$ cat config.mk
export PLATFORM = sky130hd
export DESIGN_NAME = servo_pwm_gen
export DESIGN_NICKNAME = d
export VERILOG_FILES = /design/src/rtl/servo_pwm_gen.sv
export SDC_FILE = /design/constraint.sdc
export NUM_CORES = 1
export LEC_CHECK = 0
export ABC_AREA = 1
export ABC_CLOCK_PERIOD_IN_PS = 1950
export BUFFER_PORTS_ARGS = -buffer_cell sky130_fd_sc_hd__buf_2
export CAP_MARGIN = 20
export CORE_MARGIN = 2
export CORE_UTILIZATION = 57
export CTS_CLUSTER_SIZE = 25
export DETAILED_ROUTE_END_ITERATION = 10
export GPL_TIMING_DRIVEN = 0
export PLACE_DENSITY = 0.85
export SLEW_MARGIN = 10
export SYNTH_ARGS = -nofsm -noshare
export SYNTH_HDL_FRONTEND = slang
export SYNTH_SLANG_ARGS = --single-unit
$ cat constraint.sdc
create_clock -name clk -period 1.95 [get_ports clk]
set_input_delay 0.0975 -clock clk [delete_from_list [all_inputs] [get_ports clk]]
set_output_delay 0.0975 -clock clk [all_outputs]
set_load 0.05 [all_outputs]
$ cat src/rtl/servo_pwm_gen.sv
// Hobby-servo PWM generator: one pulse per PERIOD_CYC-cycle frame, pulse width
// linear in an angle that is sampled only at frame boundaries.
module servo_pwm_gen #(
    parameter int PERIOD_CYC    = 1000000,
    parameter int MIN_PULSE_CYC = 50000,
    parameter int DEG_CYC       = 278,
    parameter int MAX_ANGLE     = 180,
    parameter int RST_ANGLE     = 60
) (
    input  logic       clk,
    input  logic       rst,
    input  logic       en,
    input  logic [7:0] angle,
    output logic       pwm_out,
    output logic       frame_start,
    output logic       active,
    output logic [7:0] cur_angle,
    output logic       clamped
);
    localparam int CW = $clog2(PERIOD_CYC);
    localparam logic [CW-1:0] LAST = CW'(PERIOD_CYC - 1);

    generate
        if (MIN_PULSE_CYC + MAX_ANGLE * DEG_CYC >= PERIOD_CYC) begin : g_bad_params
            $error("servo_pwm_gen: maximum pulse does not fit inside the frame");
        end
    endgenerate

    typedef enum logic [1:0] {IDLE, HIGH, LOW} state_t;

    state_t        state, state_nxt;
    logic [CW-1:0] cnt, cnt_nxt, width, width_nxt;
    logic [7:0]    a;
    logic          over, start;

    assign over      = angle > 8'(MAX_ANGLE);
    assign a         = over ? 8'(MAX_ANGLE) : angle;
    assign width_nxt = CW'(MIN_PULSE_CYC) + CW'(a) * CW'(DEG_CYC);

    always_comb begin
        state_nxt = state;
        cnt_nxt   = cnt;
        start     = 1'b0;
        case (state)
            IDLE: begin
                if (en) begin
                    start     = 1'b1;
                    state_nxt = HIGH;
                    cnt_nxt   = '0;
                end
            end
            HIGH: begin
                cnt_nxt = cnt + CW'(1);
                if (cnt == width - CW'(1)) state_nxt = LOW;
            end
            LOW: begin
                if (cnt == LAST) begin
                    // frame boundary: either chain straight into the next frame or stop
                    cnt_nxt = '0;
                    if (en) begin
                        start     = 1'b1;
                        state_nxt = HIGH;
                    end else begin
                        state_nxt = IDLE;
                    end
                end else begin
                    cnt_nxt = cnt + CW'(1);
                end
            end
            default: begin
                state_nxt = IDLE;
                cnt_nxt   = '0;
            end
        endcase
    end

    always_ff @(posedge clk or negedge rst) begin
        if (!rst) begin
            state       <= IDLE;
            cnt         <= '0;
            width       <= '0;
            cur_angle   <= 8'(RST_ANGLE);
            clamped     <= 1'b0;
            frame_start <= 1'b0;
        end else begin
            state       <= state_nxt;
            cnt         <= cnt_nxt;
            frame_start <= start;
            if (start) begin
                cur_angle <= a;
                clamped   <= over;
                width     <= width_nxt;
            end
        end
    end

    assign pwm_out = (state == HIGH);
    assign active  = (state != IDLE);
endmodule

Word level (Yosys, flattened, before mapping) --
Cells that the tools add are included.
Operators by class: $add $sub $neg 3, multiply operators 1, $lt $le $gt $ge 1, equal/unequal tests 7, muxes and demuxes 12, reduce and logical (&&, ||, !) cells 3
Operators by type and width (count):
- $pmux W20 S3 | 1
- $mux W20 | 2
- $add A20 B1 Y20 const B | 1
- $eq A20 B20 Y1 | 1
- $eq A20 B20 Y1 const B | 1
- $sub A20 B1 Y20 const B | 1
- $add A16 B17 Y18 const A | 1
- $mul A8 B8 Y16 const B | 1
- $gt A8 B8 Y1 const B | 1
- $mux W8 | 1
- $mux W2 | 3
- $pmux W2 S3 | 1
- $ne A2 B2 Y1 const B | 2
- $mux W1 | 3
- $reduce_and A3 Y1 | 1
- $eq A2 B1 Y1 const B | 1
- $eq A2 B2 Y1 const B | 1
- $logic_not A2 Y1 | 1
- $ne A2 B1 Y1 const B | 1
- $pmux W1 S2 | 1
- $reduce_bool A2 Y1 | 1
Word-level totals: register bits after elaboration 52, input bits 11, logic and storage cells 33

Logic depth before layout (Yosys ltp) --
Gate-level depths: netlist of the first run.
word-level depth 4, depth in mapped cells 27, mapped depth without buffers 27

Least setup slack after synthesis of the first run --
OpenSTA, ideal clock, no wires.
path kind input -> register, start input angle[7], end register width[15], library setup time 0.117 ns, data arrival time 3.739 ns, data required time 1.833 ns, path slack -1.907 ns, stages 24, buffers on the path 0, path through inv_1 -> nor4_1 -> nand2_1 -> nand2_1 -> inv_1 -> nor2_1 -> ha_1 -> inv_1 -> fa_1 -> fa_1 -> inv_1 -> ha_1 -> nand2_1 -> inv_1 -> a21oi_1 -> nand2_1 -> nand2_1 -> nand2_1 -> nor2_1 -> nand3_1 -> nand2_1 -> nand2_1 -> nand3_1 -> nand2_1
On the way: cells in the longest elaborated chain, start to end 4
Ends and longest elaborated chain:
- start, declared | line 13 | input logic [7:0] angle,
- $gt A8 B8 Y1 | line 36 | assign over = angle > 8'(MAX_ANGLE);
- $mux W8 | line 37 | assign a = over ? 8'(MAX_ANGLE) : angle;
- via a[1] | line 33 | logic [7:0] a;
- $mul A8 B8 Y16 | line 38 | assign width_nxt = CW'(MIN_PULSE_CYC) + CW'(a) * CW'(DEG_CYC);
- $add A16 B17 Y18 | line 38
- end signal, assigned | line 92 | width <= width_nxt;
- end, declared | line 32 | logic [CW-1:0] cnt, cnt_nxt, width, width_nxt;
The timed path passes the listed nets, and every way through them passes these cells. A chain may end at the register's enable or synchronous reset.

Worst setup path after layout of the first run --
start input angle[7], end register width[16]
The elaborated chain is that of the path after synthesis.

==> flow_summary.ini, run 1 <==
[worst_setup_path]
path_class = input pin to register
cp_max_fo = 4
critPathLaunchType = input pin
cpPeakStageDelay_ns = 0.60
reg2regPathDepth = 16
r2r-end = state[0]
cp_common_cell = nand2_2
required_ns = 2.15
reg2reg_slack_ns = -0.11
cpMaxStageDelayCell = fa_1
worstSetupEndpointType = register
r2r-start = width[2]
cp_cell_sequence = buf_12 > clkinvlp_4 > nor4_4 > o21ai_1 > o21ai_2 > nand2_4 > inv_6 > nor2_4 > ha_1 > ha_1 > inv_1 > fa_1 > inv_1 > ha_4 > nand2_2 > nand2_2 > a21oi_4 > nand2_2 > nand2_2 > nand3_2 > a21oi_2 > nand3_2 > nand3_1 > nand3_1
cp.arrival_ns = 3.91

[placement]
dp.cells = 759
gp_congestion = 0.8977
io_buffers = 22
dp_hpwl_um = 8556

[synth]
syn_inst = 635
synth_edf_count = 0
synth.avg_cell_area_um2 = 6.957
synth_seq_cells = 48
syn-cell-area_um2 = 4418
syn_nets = 695
synth-async-reset-ratio_pct = 100.0
ys_types = 43
synth_ff_type = dfrtp_1
yosysWarnings = 0
yosysSeqAreaShare_pct = 27.30

[layout]
instances_no_fill = 828
layout_commonest_cell = nand2_1
diodes = 0
drive_gt1_share_pct = 37.47
areaGrowthSynthToFinish_pct = 40.16
final_cell_mix = nand2_1 (140), inv_1 (80), buf_4 (55)
post-route-util_pct = 81.40
nets = 785

[timing]
rsz0062_at_grt = yes
hold-worst-slack_ns = 0.09389
tightest_slew_ns = 0.6568
fin_ws_ns = -1.752
skew_ns = 0.007397
fin_crit_sh_pct = 189.8
finalHoldViolations = 0
relSlewSlack_pct = 56.21
setup_violations = 18
maxSlewViolCount = 0
period_minus_slack_ns = 3.702
timing.fmax_ghz = 0.2702

[clock_network]
cts_made_buffers = 5
ctsRootBufferMaster = clkbuf_8
clkSinkCount = 48
cts_tree = done
clkLatencyLatePin_ns = 0.32
clk_pin_slew_ns = 0.10
clock_path_buffers = 2
h-tree-depth = 2

[grt]
grt.total_usage_pct = 31.16
grt_pass1_vias = 4760
grt_overflow = 0
antenna_found_initial = 0
grt_pass1_wl_um = 21160
grt_max_degree = 49

[floorplanning]
die_w_um = 92.04
dieArea_um2 = 8471
fp.dieH_um = 92.04
placementRows = 32
io_pins = 23
start_util_pct = 58.08
core_area_um2 = 7607

[route]
wire_per_inst_um = 19.02
drtIter0Drc = 418
route.detailed.drc = 0
ant_nets = 0
viasPerCell = 5.932
drt-total-wl_um = 15750
vias = 4912
drtPass1Iterations = 5

[hold_path]
hp-start = angle[4]
hold_depth = 3
hp-class = input pin to register
hold_end = cur_angle[4]

[power_and_ir_drop]
p_leak_nw = 2.978
power.total_mw = 8.132
power.density_nw_per_um2 = 1313
peakVddDrop_mv = 0.8954

[status]
status = finished with violations
violations = negative setup slack

[run]
maxCapViolCount = 0
-- synth_stat cells, types with 2 or more instances --
master | count | area [um2]
nor2_2 | 2 | 12.51
a21oi_1 | 17 | 85.08
nand3b_1 | 3 | 22.52
nor4_1 | 7 | 43.79
o22ai_1 | 12 | 75.07
nor2_1 | 58 | 217.7
nand2_2 | 2 | 12.51
nand2_1 | 180 | 675.7
or2_2 | 2 | 12.51
o21ai_0 | 26 | 130.1
clkbuf_1 | 4 | 15.01
dfstp_2 | 4 | 105.1
xor2_1 | 24 | 210.2
inv_2 | 2 | 7.510
buf_6 | 2 | 22.52
ha_1 | 42 | 525.5
nand3_2 | 3 | 30.03
o32ai_1 | 2 | 17.52
a31oi_1 | 4 | 25.02
o21bai_1 | 2 | 15.01
inv_1 | 105 | 394.1
buf_2 | 3 | 15.01
xnor2_1 | 7 | 61.31
nand3_1 | 41 | 205.2
nand4_1 | 9 | 56.30
nor3_4 | 2 | 32.53
dfrtp_1 | 44 | 1101
o21ai_2 | 2 | 17.52
fa_1 | 7 | 140.1
nor3_1 | 4 | 20.02
-- what timing repair did --
item                       4_1_cts  5_1_grt
setup endpoints to repair       41       44
gates resized for setup         79      101
setup buffers                   34       26
hold endpoints to repair         0       44
pin swaps                       51       73
gates cloned                     0        4
hold buffers                     0        1
-- through the flow --
step	setup TNS (ns)	area (um2)	worst slack, ns
4_1_cts	-16.69	5549	-1.528
3_3_place_gp	-27.13	4906	-2.120
3_5_place_dp	-30.89	4906	-2.334
2_1_floorplan	-17.77	4668	-1.534
6_report	-19.89	6192	-1.752
5_1_grt	-24.76	6192	-1.881
-- critical path: cells and delay by family --
family / cells / cell delay, ns
compound gates: 4 / 0.65
buf+inv: 5 / 0.44
simple gates: 11 / 1.29
fa+ha+maj: 4 / 1.42
-- final cells by class --
| class | instances | area [um2] |
|---|---|---|
| inverter | 108 | 442.9 |
| fill | 463 | 1415 |
| clock buffer | 6 | 72.57 |
| clock inverter | 2 | 35.03 |
| tap | 102 | 127.6 |
| timing repair inverter | 1 | 5.005 |
| timing repair buffer | 84 | 653.1 |
| multi-input combinational | 469 | 3568 |
| buffer | 8 | 78.83 |
| sequential | 48 | 1209 |
-- worst max-delay path by stage --
stage / start / endpoint / cells after the start
finish: angle[7] / width[16] / 24
global route: angle[7] / width[16] / 24
CTS: angle[7] / width[17] / 26
detailed placement: angle[7] / width[15] / 25
global placement: angle[7] / width[16] / 23
floorplan: angle[7] / width[16] / 25
-- cells by family after synthesis --
| kind of cell | count (synthesis) | share of synthesized area (%) |
|---|---|---|
| flops | 48 | 27.30 |
| other cells | 1 | 0.08488 |
| compound gates | 69 | 8.949 |
| fa+ha+maj | 49 | 15.07 |
| buf+inv | 118 | 10.56 |
| simple gates | 318 | 31.38 |
| xor+xnor | 32 | 6.655 |
-- report_power, final --
| group | internal (mW) | total, mW | switching [mW] | leakage [nW] |
|---|---|---|---|---|
| Sequential | 1.30 | 1.61 | 0.311 | 0.615 |
| Clock | 0.382 | 0.767 | 0.385 | 0.0552 |
| Combinational | 2.21 | 5.75 | 3.54 | 2.31 |
-- routing by layer --
layer  global-route usage (%)  up-vias  wire [um]
met4                    18.03        0       1254
met3                    3.369      107        881
li1                         -     2198          -
met1                    33.21     2353       5329
met2                    58.95      254       8285
met5                        0        -          0
-- registers in the layout (all words and copies together) (netlist names) --
signal	count
width	16
state	2
frame_start	1
cnt	20
cur_angle	8
clamped	1
No activity file was read; power rests on OpenSTA's default activity.
==> run 2: changes to the inputs <==
Settings changed: SKIP_LAST_GASP set to 1.
==> run 2 against run 1 <==
  * The flow still finishes with violations (negative setup slack)
  * Maximum frequency up 0.59%
  * Worst hold slack worse by 0.022 ns
  * Clock skew down 0.0014 ns
  * Final area down 1.9%
  * Count of clock-buffer cells in the layout unchanged
  * Flip-flop and latch count unchanged
  * Global-route usage down 0.070 points
  * Routed wire length down 5.3%
  * Worst setup slack better by 0.022 ns
==> flow_summary.ini, run 2 (synthesized netlist as in run 1, its figures left out) <==
[timing]
hold-worst-slack_ns = 0.07215
rsz0062_at_grt = yes
relSlewSlack_pct = 56.52
fin_crit_sh_pct = 188.7
finalHoldViolations = 0
period_minus_slack_ns = 3.680
skew_ns = 0.006041
tightest_slew_ns = 0.6521
fin_ws_ns = -1.730
setup_violations = 26
maxSlewViolCount = 0
timing.fmax_ghz = 0.2717

[clock_network]
cts_made_buffers = 5
h-tree-depth = 2
clkLatencyLatePin_ns = 0.32
clk_pin_slew_ns = 0.10
clock_path_buffers = 2
ctsRootBufferMaster = clkbuf_8
cts_tree = done
clkSinkCount = 48

[worst_setup_path]
required_ns = 2.17
reg2reg_slack_ns = -0.11
path_class = input pin to register
cpMaxStageDelayCell = fa_1
cp_cell_sequence = buf_12 > clkinvlp_4 > nor4_4 > o21ai_1 > o21ai_2 > nand2_4 > nand2_4 > ha_1 > ha_1 > inv_1 > fa_1 > inv_1 > ha_4 > a21oi_4 > o21ai_4 > a21oi_2 > inv_1 > nand2_1 > nand2_2 > nor2_4 > buf_4 > nand4_1 > nand3_1 > nand2_1
critPathLaunchType = input pin
cp_common_cell = inv_1
cp_max_fo = 5
r2r-start = cnt[0]
reg2regPathDepth = 13
critical_path.startpoint = angle[7]
r2r-end = state[0]
cp.arrival_ns = 3.90
cpPeakStageDelay_ns = 0.52
worstSetupEndpointType = register

[power_and_ir_drop]
combPwrFrac_pct = 69.8
p_leak_nw = 2.945
cellInternalPower_mw = 3.792
p_sw_share_pct = 51.47
p_sw_mw = 4.022
p_seq_share_pct = 20.5
peakVddDrop_mv = 0.8810
power.density_nw_per_um2 = 1286
p_clk_share_pct = 9.7

[grt]
antenna_found_initial = 0
grt_max_degree = 49
grt_overflow = 0
grt_pass1_vias = 4784
grt_pass1_wl_um = 21090
grt.total_usage_pct = 31.09

[placement]
dp_hpwl_um = 8556
gp_congestion = 0.8977
place_ws_ns = -2.334
place_area_um2 = 4906
io_buffers = 22

[layout]
final_cell_mix = nand2_1 (148), inv_1 (81), buf_4 (52)
diodes = 0
areaGrowthSynthToFinish_pct = 37.55
largestRegisters = cnt: 20 flops, width: 16 flops, cur_angle: 8 flops
layout_commonest_cell = nand2_1
regMostFlops = cnt
fin_area_um2 = 6077
drive_gt1_share_pct = 34.44
fillers = 479
post-route-util_pct = 79.88
largest_reg_flops = 20
nets = 782

[route]
drtPass1Iterations = 5
drt-total-wl_um = 14920
ant_nets = 0
vias = 4927
wire_per_inst_um = 18.08
route.detailed.drc = 0
viasPerCell = 5.972
drtIter0Drc = 447

[hold_path]
hp-class = input pin to register
hold_end = cur_angle[4]
hold_depth = 3
hp-start = angle[4]

[floorplanning]
io_pins = 23
die_w_um = 92.04
core_area_um2 = 7607
start_util_pct = 58.08
fp.dieH_um = 92.04
dieArea_um2 = 8471
placementRows = 32

[status]
status = finished with violations
violations = negative setup slack

[run]
maxCapViolCount = 0
run 2: cell types whose count changed in the layout (fill, tap and decap cells not counted), moves of 3 or more:
cell / previous run / this run
nand3_1: 27 / 30
nand3_2: 12 / 9
o21ai_2: 6 / 3
buf_4: 55 / 52
nand2_1: 140 / 148
nand2_2: 33 / 24
o21ai_1: 14 / 11
o21ai_0: 7 / 13
run 2: worst max-delay path: cells and delay by family:
family	cells	cell delay (ns)
adders and majority gates	4	1.31
and+or+nand+nor	9	1.21
AOI/OAI and AO/OA	5	0.71
buffers and inverters	6	0.56
run 2: timing repair:
item                                    CTS  global route
gates cloned                              0             2
endpoints found under the setup margin   41            44
setup buffers                            34            26
gates resized for setup                  77            75
pin swaps                                51            69
hold buffers                              0             1
endpoints found under the hold margin     0            44
run 2: how the worst max path moves through the flow:
stage / to
CTS: width[17]
global route: width[14]
detailed placement: width[15]
floorplan: width[16]
finish: width[14]
global placement: width[16]
run 2: through the flow:
| stage | total power [mW] | setup TNS [ns] | instances |
|---|---|---|---|
| 6_report | 7.813 | -20.04 | 825 |
| 4_1_cts | 6.715 | -16.72 | 801 |
| 2_1_floorplan | 4.507 | -17.77 | 635 |
| 5_1_grt | 8.268 | -23.16 | 825 |
| 3_3_place_gp | 5.103 | -27.13 | 759 |
| 3_5_place_dp | 5.291 | -30.89 | 759 |
run 2: per-layer routing:
metal	track usage [%]	part of all wire (%)	vias up
li1	-	-	2206
met1	32.63	34	2317
met2	59.25	51	299
met3	3.205	6.5	105
met4	18.53	7.7	0
met5	0	0	-
run 2: layout make-up:
type	instances	area [um2]	area share, %
clock buffer	6	72.57	1.194
clock inverter	2	35.03	0.5765
inverter	108	435.4	7.165
timing repair buffer	81	628.1	10.34
sequential	48	1209	19.89
multi-input combinational	469	3501	57.61
timing repair inverter	1	5.005	0.08236
buffer	8	63.81	1.050
tap	102	127.6	2.100
run 2: power groups by stage:
| stage | Combinational (mW) | Sequential [mW] | Clock (mW) |
|---|---|---|---|
| finish | 5.45 | 1.60 | 0.758 |
| global route | 5.85 | 1.63 | 0.787 |
| CTS | 4.38 | 1.57 | 0.759 |
| detailed placement | 3.70 | 1.59 | 0 |
| global placement | 3.53 | 1.57 | 0 |
| floorplan | 2.66 | 1.84 | 0 |
